File: src/rtl/pu_mem_rmw_sched.sv
// Round-robin read/write scheduler for PU requesters sharing a 1R1W table RAM.
// Atomic RMWs are tracked in a short address scoreboard that also owns the write-back slot.

module pu_mem_rmw_lane #(
    parameter int ADDR_NBITS = 8,
    parameter int RMW_LAT    = 2
) (
    input  logic                                 rst,
    input  logic                                 req,
    input  logic                                 wr,
    input  logic                                 atomic,
    input  logic                                 ack_pend,
    input  logic [ADDR_NBITS-1:0]                addr,
    input  logic [RMW_LAT:1]                     sb_vld,
    input  logic [RMW_LAT:1][ADDR_NBITS-1:0]     sb_addr,
    input  logic                                 atom_vld,
    input  logic [ADDR_NBITS-1:0]                atom_addr,
    output logic                                 rd_elig,
    output logic                                 wr_elig
);
    logic hit;
    logic base;

    always_comb begin
        hit = 1'b0;
        for (int s = 1; s <= RMW_LAT; s++)
            if (sb_vld[s] && sb_addr[s] == addr) hit = 1'b1;
    end

    assign base    = req & ~ack_pend & ~hit & ~rst;
    assign rd_elig = base & (atomic | ~wr);
    // a plain write must not overtake an atomic to the same word launched this cycle
    assign wr_elig = base & ~atomic & wr & ~(atom_vld && atom_addr == addr);
endmodule

module pu_mem_rmw_sched #(
    parameter int NUM_OF_PU  = 4,
    parameter int ADDR_NBITS = 8,
    parameter int RMW_LAT    = 2,
    localparam int PU_ID_NBITS = (NUM_OF_PU > 1) ? $clog2(NUM_OF_PU) : 1
) (
    input  logic                            clk,
    input  logic                            rst,
    input  logic [NUM_OF_PU-1:0]            req,
    input  logic [NUM_OF_PU-1:0]            req_wr,
    input  logic [NUM_OF_PU-1:0]            req_atomic,
    input  logic [NUM_OF_PU*ADDR_NBITS-1:0] req_addr,
    output logic                            rd_en,
    output logic [ADDR_NBITS-1:0]           rd_addr,
    output logic [PU_ID_NBITS-1:0]          rd_sel,
    output logic                            rd_atomic,
    output logic                            wr_en,
    output logic [PU_ID_NBITS-1:0]          wr_sel,
    output logic [ADDR_NBITS-1:0]           wr_addr,
    output logic                            wb_en,
    output logic [ADDR_NBITS-1:0]           wb_addr,
    output logic [PU_ID_NBITS-1:0]          wb_sel,
    output logic [NUM_OF_PU-1:0]            ack
);
    logic [NUM_OF_PU-1:0][ADDR_NBITS-1:0]   addr_v;
    logic [NUM_OF_PU-1:0]                   rd_elig, wr_elig, gnt_oh;
    logic [PU_ID_NBITS-1:0]                 rd_ptr, wr_ptr;
    logic [PU_ID_NBITS:0]                   rd_pick, wr_pick;
    logic [RMW_LAT:1]                       vld_pipe;
    logic [RMW_LAT:1][ADDR_NBITS-1:0]       sb_addr;
    logic [RMW_LAT:1][PU_ID_NBITS-1:0]      sb_sel;
    logic                                   atom_vld;

    assign addr_v = req_addr;

    // Returns {found, index}: first eligible requester at or after ptr, wrapping.
    function automatic logic [PU_ID_NBITS:0] rr_pick(input logic [NUM_OF_PU-1:0] elig,
                                                     input logic [PU_ID_NBITS-1:0] ptr);
        logic [PU_ID_NBITS:0] r;
        int idx;
        r = '0;
        for (int k = 0; k < NUM_OF_PU; k++) begin
            idx = (int'(ptr) + k) % NUM_OF_PU;
            if (!r[PU_ID_NBITS] && elig[idx]) r = {1'b1, PU_ID_NBITS'(idx)};
        end
        return r;
    endfunction

    for (genvar i = 0; i < NUM_OF_PU; i++) begin : g_lane
        pu_mem_rmw_lane #(.ADDR_NBITS(ADDR_NBITS), .RMW_LAT(RMW_LAT)) u_lane (
            .rst       (rst),
            .req       (req[i]),
            .wr        (req_wr[i]),
            .atomic    (req_atomic[i]),
            .ack_pend  (ack[i]),
            .addr      (addr_v[i]),
            .sb_vld    (vld_pipe),
            .sb_addr   (sb_addr),
            .atom_vld  (atom_vld),
            .atom_addr (rd_addr),
            .rd_elig   (rd_elig[i]),
            .wr_elig   (wr_elig[i])
        );
    end

    assign rd_pick   = rr_pick(rd_elig, rd_ptr);
    assign rd_en     = rd_pick[PU_ID_NBITS];
    assign rd_sel    = rd_pick[PU_ID_NBITS-1:0];
    assign rd_addr   = rd_en ? addr_v[rd_sel] : '0;
    assign rd_atomic = rd_en & req_atomic[rd_sel];
    assign atom_vld  = rd_atomic;

    assign wb_en   = vld_pipe[RMW_LAT];
    assign wb_addr = wb_en ? sb_addr[RMW_LAT] : '0;
    assign wb_sel  = wb_en ? sb_sel[RMW_LAT] : '0;

    // the write-back owns the write port in its cycle
    assign wr_pick = rr_pick(wb_en ? '0 : wr_elig, wr_ptr);
    assign wr_en   = wr_pick[PU_ID_NBITS];
    assign wr_sel  = wr_pick[PU_ID_NBITS-1:0];
    assign wr_addr = wr_en ? addr_v[wr_sel] : '0;

    always_comb begin
        gnt_oh = '0;
        for (int i = 0; i < NUM_OF_PU; i++)
            gnt_oh[i] = (rd_en && rd_sel == PU_ID_NBITS'(i)) ||
                        (wr_en && wr_sel == PU_ID_NBITS'(i));
    end

    always_ff @(posedge clk or posedge rst) begin
        if (rst) begin
            rd_ptr   <= '0;
            wr_ptr   <= '0;
            ack      <= '0;
            vld_pipe <= '0;
            sb_addr  <= '0;
            sb_sel   <= '0;
        end else begin
            if (rd_en) rd_ptr <= (int'(rd_sel) == NUM_OF_PU-1) ? '0 : rd_sel + 1'b1;
            if (wr_en) wr_ptr <= (int'(wr_sel) == NUM_OF_PU-1) ? '0 : wr_sel + 1'b1;
            ack         <= gnt_oh;
            vld_pipe[1] <= atom_vld;
            sb_addr[1]  <= rd_addr;
            sb_sel[1]   <= rd_sel;
            for (int s = 2; s <= RMW_LAT; s++) begin
                vld_pipe[s] <= vld_pipe[s-1];
                sb_addr[s]  <= sb_addr[s-1];
                sb_sel[s]   <= sb_sel[s-1];
            end
        end
    end
endmodule

File: config.mk
export PLATFORM = sky130hd
export DESIGN_NAME = pu_mem_rmw_sched
export DESIGN_NICKNAME = d
export VERILOG_FILES = /design/src/rtl/pu_mem_rmw_sched.sv
export SDC_FILE = /design/constraint.sdc
export NUM_CORES = 1
export LEC_CHECK = 0
export CORE_UTILIZATION = 50
export CTS_CLUSTER_SIZE = 10
export DETAILED_ROUTE_END_ITERATION = 16
export PLACE_DENSITY = 0.86
export SKIP_CTS_REPAIR_TIMING = 1
export SLEW_MARGIN = 0
export SYNTH_ARGS = -nofsm -noshare
export SYNTH_HDL_FRONTEND = slang
export SYNTH_SLANG_ARGS = --single-unit
File: constraint.sdc
create_clock -name clk -period 8.3 [get_ports clk]
set_input_delay 1.66 -clock clk [delete_from_list [all_inputs] [get_ports clk]]
set_output_delay 1.66 -clock clk [all_outputs]
set_load 0.1 [all_outputs]
# Word level (Yosys, flattened, before mapping)
# Cells that the tools add are included.
# W data, S select, Z words.
# totals
regBits	30
latchBits	0
ramBits	0
rom_bits	0
input_bits	46
output_inout_bits	38
wordCells	201
memories	0
# op_classes
n_addsub	8
mul	0
div_mod_pow	0
magnitude_cmp	10
eq_ne	20
shift	0
mux	51
bitwise_logic	60
reduce_logical	44
# ops
op	n
$eq A8 B8 Y1	12
$mux W8	5
$bmux W8 S2	2
$and A1 B1 Y1	29
$logic_and A1 B1 Y1	26
$lt A3 B4 Y1 const B	6
$mux W3	8
$mux W1	23
$not A1 Y1	21
$bmux W1 S2	9
$lt A2 B3 Y1 const B	4
$reduce_or A2 Y1	6
$add A2 B1 Y2 const B	4
$add A2 B2 Y2 const B	4
$eq A2 B1 Y1 const B	4
$eq A2 B2 Y1 const B	4
$and A1 B1 Y1 const A	6
$logic_not A1 Y1	6
$mux W2	3
$logic_not A2 Y1	2
$logic_or A1 B1 Y1	4
$mux W4	1
$or A1 B1 Y1	4

# Logic depth before layout (Yosys ltp)
# depth
ltp_word	43
mapped_depth	22
mapped_depth_nobuf	18

# By module
# From an unflattened synthesis, not the netlist that was laid out.
# hier_totals
cells_unflattened	318
area_unflattened_um2	2945.3
# by_module_without_submodules
mod	instances	cells_per_inst	area_each_um2	seq_area_each_um2
pu_mem_rmw_sched	1	154	1654.1	750.7
pu_mem_rmw_lane	4	41	322.8	0.0

# Worst setup path after synthesis
# No wires, ideal clock.
# synth_timing
path_kind	input -> output
from	in req_addr[23]
to	out wr_addr[7]
arrival_ns	8.092
t_required_ns	6.640
path_slack_ns	-1.452
cell_stages	18
n_path_buf	3
cell_sequence	buf_4 xor2_1 nor4_2 a31oi_1 nand4_1 and2_2 a21boi_4 mux2i_1 o22ai_1 o22ai_1 or4_4 o31ai_4 o21ai_1 a311o_1 buf_6 buf_12 mux2i_1 o22ai_1
# synth_via
elab_chain_len	43
word_cells_on_any_way	80
classes_between	6 x eq/ne; 41 x mux; 15 x bitwise; 18 x reduce/logical
# synth_rtl
item	line_no	text
from (decl)	47	input logic [NUM_OF_PU*ADDR_NBITS-1:0] req_addr,
$eq A8 B8 Y1	27	if (sb_vld[s] && sb_addr[s] == addr) hit = 1'b1;
$logic_and A1 B1 Y1	27	
$mux W1	27	
$mux W1 (*)	27	
$not A1 Y1 (*)	30	assign base = req & ~ack_pend & ~hit & ~rst;
$and A1 B1 Y1 (*) (2 in series)	30	
$and A1 B1 Y1 (*)	31	assign rd_elig = base & (atomic | ~wr);
$bmux W1 S2	79	if (!r[PU_ID_NBITS] && elig[idx]) r = {1'b1, PU_ID_NBITS'(idx)};
[... 14 more ...]	-	
named net rd_addr[3]	49	output logic [ADDR_NBITS-1:0] rd_addr,
[... 12 more ...]	-	
$logic_and A1 B1 Y1	79	
$mux W3	79	
$logic_not A1 Y1	79	
$logic_and A1 B1 Y1	79	
$mux W3 (*)	79	
$bmux W8 S2	116	assign wr_addr = wr_en ? addr_v[wr_sel] : '0;
$mux W8 (not written as such)	116	
$mux W8 (*)	116	
to (decl)	54	output logic [ADDR_NBITS-1:0] wr_addr,
# The timed path passes the listed nets; every way through them passes the cells marked *. The select of a mux whose other input is x is not followed.

# Worst setup path in the final report
# layout_timing
from	in rst
to	out wr_addr[1]
# layout_via
elab_chain_len	38
word_cells_on_any_way	85
classes_between	4 x eq/ne; 39 x mux; 26 x bitwise; 16 x reduce/logical
# layout_rtl
item	line_no	text
from (decl)	43	input logic rst,
$not A1 Y1 (*)	30	
$and A1 B1 Y1	30	
$and A1 B1 Y1	31	
$bmux W1 S2	79	
$mux W1 (not written as such)	79	
$mux W3	79	
$logic_not A1 Y1	79	
$logic_and A1 B1 Y1	79	
[... 22 more ...]	-	
$logic_and A1 B1 Y1	79	
$mux W3	79	
$logic_not A1 Y1	79	
$logic_and A1 B1 Y1	79	
$mux W3 (*)	79	
$bmux W8 S2	116	
$mux W8 (not written as such)	116	
$mux W8 (*)	116	
# Mark *: on every way between the ends. The rest lies on a longest branch, timed or not. The select of a mux whose other input is x is not followed.

==> flow_metrics.tcl <==
set metrics [dict create \
    finalSetupTns_ps 0 \
    num_vias 4277 \
    clock_latency_late_sink_ps 300 \
    fin_worst_skew_ps 12.3 \
    switching_share_pct 53.9 \
    finalWeightedCongestion 0.985 \
    cap_violations 0 \
    slew-limit-headroom_pct 32.7 \
    critPathCaptureType "output port" \
    max_slew_violation_count 0 \
    internal-power_uw 547 \
    num-nets-final 639 \
    n_fill_cell 609 \
    synth_most_common_cell "sky130_fd_sc_hd__xor2_1" \
    hpwlAfterDp_um 12000 \
    floorplan.io_pins 84 \
    top_cells_by_area_in_the_synthesized_netlist "sky130_fd_sc_hd__dfrtp_1 (18%), sky130_fd_sc_hd__xor2_1 (11%), sky130_fd_sc_hd__mux2i_1 (9.6%)" \
    synthToLayoutAreaGrowth_pct 38.7 \
    port_buffers 83 \
    layout-drive-gt1-share_pct 25.3 \
    timing.hold.worst_path_depth 0 \
    synth_common_cells "sky130_fd_sc_hd__xor2_1 (50), sky130_fd_sc_hd__mux2i_1 (39), sky130_fd_sc_hd__xnor2_1 (32)" \
    pwr-share-comb_pct 65.7 \
    power.leakage_uw 0.00254 \
    floorplan.die.height_um 92.2 \
    worst-r2r-cell-count 19 \
    synthesis.instances 483 \
    clk_pin_slew_ps 80 \
    drt_pass1_iterations 6 \
    total_die_area_um2 8500 \
    netlist-cell-type-count 72 \
    first_global_vias 4039 \
    grt_remaining_overflow 0 \
    synth_nets 537 \
    startpoint_type "input pin" \
    yosysTopAreaCellShare_pct 18.5 \
    period_minus_slack_ps 8200 \
    tritoncts.num_buffers 5 \
    post_synth_instance_area_um2 4070 \
    powerDensity_nw_per_um2 210 \
    synth.avg_cell_area_um2 8.42 \
    timing.final.crit_share_pct 98.8 \
    n_antenna_cell 0 \
    dr.first_iter.drc_count 424 \
    number_of_antenna_violations_at_the_first_check_in_global_routing 0 \
    max_freq_mhz 122 \
    final_core_utilization_pct 72.3 \
    worst-endpoint-required_ps 6640 \
    grt_use_total_pct 35.9 \
    worst_pin_slew_ps 1010 \
    timing.setup.critical_path_class "in2out" \
    vias_per_cell 6.22 \
    power.share.clock_pct 13.4 \
    synth_sequential_area_ratio_pct 18.5 \
    initial_core_util_pct 52.1 \
    cp_max_fo 10 \
    die-width_um 92.2 \
    drt_drc_violations_left 0 \
    net-switching-power_uw 639 \
    outcome "completed" \
    grt_max_degree 29 \
    synth-edff-count 0 \
    fp.coreArea_um2 7810 \
    post_drt_wl_per_cell_um 22.7 \
    clockBufferDepth 2 \
    tritoncts "yes" \
    most_used_flip_flop_cell_after_synthesis "sky130_fd_sc_hd__dfrtp_1" \
    cts-htree-levels 2 \
    synth_seq_cells 30 \
    hold_class "reg2reg" \
    async_flop_share_pct 100 \
    grt_pass1_wl_um 22800 \
    arrival_time_reported_for_the_critical_path_endpoint_ps 6540 \
    postRouteAntennaNets 0 \
    route.final.wire_length_um 15600 \
    root_buffer "sky130_fd_sc_hd__clkbuf_8" \
    worst_ir_drop_vdd_mv 0.0983 \
    leading_area_contributor_after_synthesis "sky130_fd_sc_hd__dfrtp_1" \
    timing.final.hold_violations 0 \
    row_count 32 \
    finalSetupViolCount 0 \
    cts.sink_count 30 \
    sequential_share_of_power_pct 20.9 \
    yosys_synthesis_warning_count 0 \
]
through the flow:
step | setup slack, ps | hold slack (ps) | power [µW] | area (µm²) | std cells
2_1_floorplan | 36.4 | 331 | 779 | 4150 | 483
3_3_place_gp | 82.6 | 365 | 974 | 5290 | 668
3_5_place_dp | -29.2 | 370 | 980 | 5290 | 668
4_1_cts | -28.6 | 388 | 1140 | 5400 | 676
5_1_grt | -27.2 | 395 | 1230 | 5640 | 688
6_report | 99.9 | 399 | 1190 | 5640 | 688
cell families (layout without fill, tap and decap cells):
kind of cell	Yosys count	count (layout)	share of synthesized area (%)
flops	30	30	18.5
mux	42	42	10.4
fa+ha+maj	8	8	2.46
simple gates	130	130	18.2
buf+inv	78	180	10.5
xor+xnor	82	82	17.7
compound gates	113	114	22.2
final cells by class:
type | count | area (µm²) | area share (%)
multi-input cells | 376 | 3090 | 54.8
repair buffers | 150 | 1470 | 26.1
flip-flops and latches | 30 | 751 | 13.3
well taps | 102 | 128 | 2.26
inverters | 22 | 90.1 | 1.60
clock buffers | 5 | 68.8 | 1.22
clock inverters | 3 | 40.0 | 0.710
cells in the final DEF, fill, tap and decap left out, types with 10 or more instances in the layout:
cell type                         instances
sky130_fd_sc_hd__buf_12                  12
sky130_fd_sc_hd__dfrtp_1                 30
sky130_fd_sc_hd__nor3_1                  17
sky130_fd_sc_hd__nand3_1                 10
sky130_fd_sc_hd__xnor2_1                 31
sky130_fd_sc_hd__o22ai_1                 10
sky130_fd_sc_hd__inv_1                   19
sky130_fd_sc_hd__xor2_1                  50
sky130_fd_sc_hd__a21oi_1                 14
sky130_fd_sc_hd__o21ai_0                 12
sky130_fd_sc_hd__nand4_1                 10
sky130_fd_sc_hd__clkdlybuf4s50_1         50
sky130_fd_sc_hd__and2_1                  14
sky130_fd_sc_hd__dlymetal6s2s_1          13
sky130_fd_sc_hd__nand2_1                 19
sky130_fd_sc_hd__mux2i_1                 33
sky130_fd_sc_hd__buf_4                   73
sky130_fd_sc_hd__nor2_1                  16
power by group through the flow:
stage	clock [µW]	combinational (µW)	sequential, µW
2_1_floorplan	0	560	219
3_3_place_gp	0	729	246
3_5_place_dp	0	732	248
4_1_cts	155	736	245
5_1_grt	164	812	252
6_report	159	780	248
registers in the layout, indices dropped and copies added, names as in the netlist:
register,cells
wr_ptr,2
ack,4
rd_ptr,2
vld_pipe,2
sb_sel,4
sb_addr,16
metal layers:
layer	share of wire, %	track usage [%]
met2	46	58.3
met5	0	0
met4	2.6	9.64
met3	8.4	5.14
met1	43	49.5
worst max-delay path, stage by stage:
cell,delay [ps]
sky130_fd_sc_hd__clkdlybuf4s50_1,500
sky130_fd_sc_hd__nor3b_1,580
sky130_fd_sc_hd__and4_4,390
sky130_fd_sc_hd__o211ai_4,120
sky130_fd_sc_hd__a21boi_4,380
sky130_fd_sc_hd__buf_4,220
sky130_fd_sc_hd__mux2i_2,280
sky130_fd_sc_hd__mux2_4,230
sky130_fd_sc_hd__xor2_1,210
sky130_fd_sc_hd__o2111ai_1,160
sky130_fd_sc_hd__o31ai_1,330
sky130_fd_sc_hd__buf_4,200
sky130_fd_sc_hd__o21ai_1,60
sky130_fd_sc_hd__a311o_1,430
sky130_fd_sc_hd__buf_12,180
sky130_fd_sc_hd__mux2i_1,250
sky130_fd_sc_hd__o22ai_2,150
sky130_fd_sc_hd__buf_12,190
worst paths after layout:
kind / startpoint / end / slack (ps)
max in group asynchronous: rst / sb_addr[12] / 6010
min in group asynchronous: rst / sb_addr[7] / 1670
min: sb_sel[0] / sb_sel[2] / 400
min reg2reg: sb_sel[0] / sb_sel[2] / 400
max reg2reg: sb_addr[13] / ack[3] / 3360
max: rst / wr_addr[1] / 100
No activity file was read; power rests on OpenSTA's default activity.
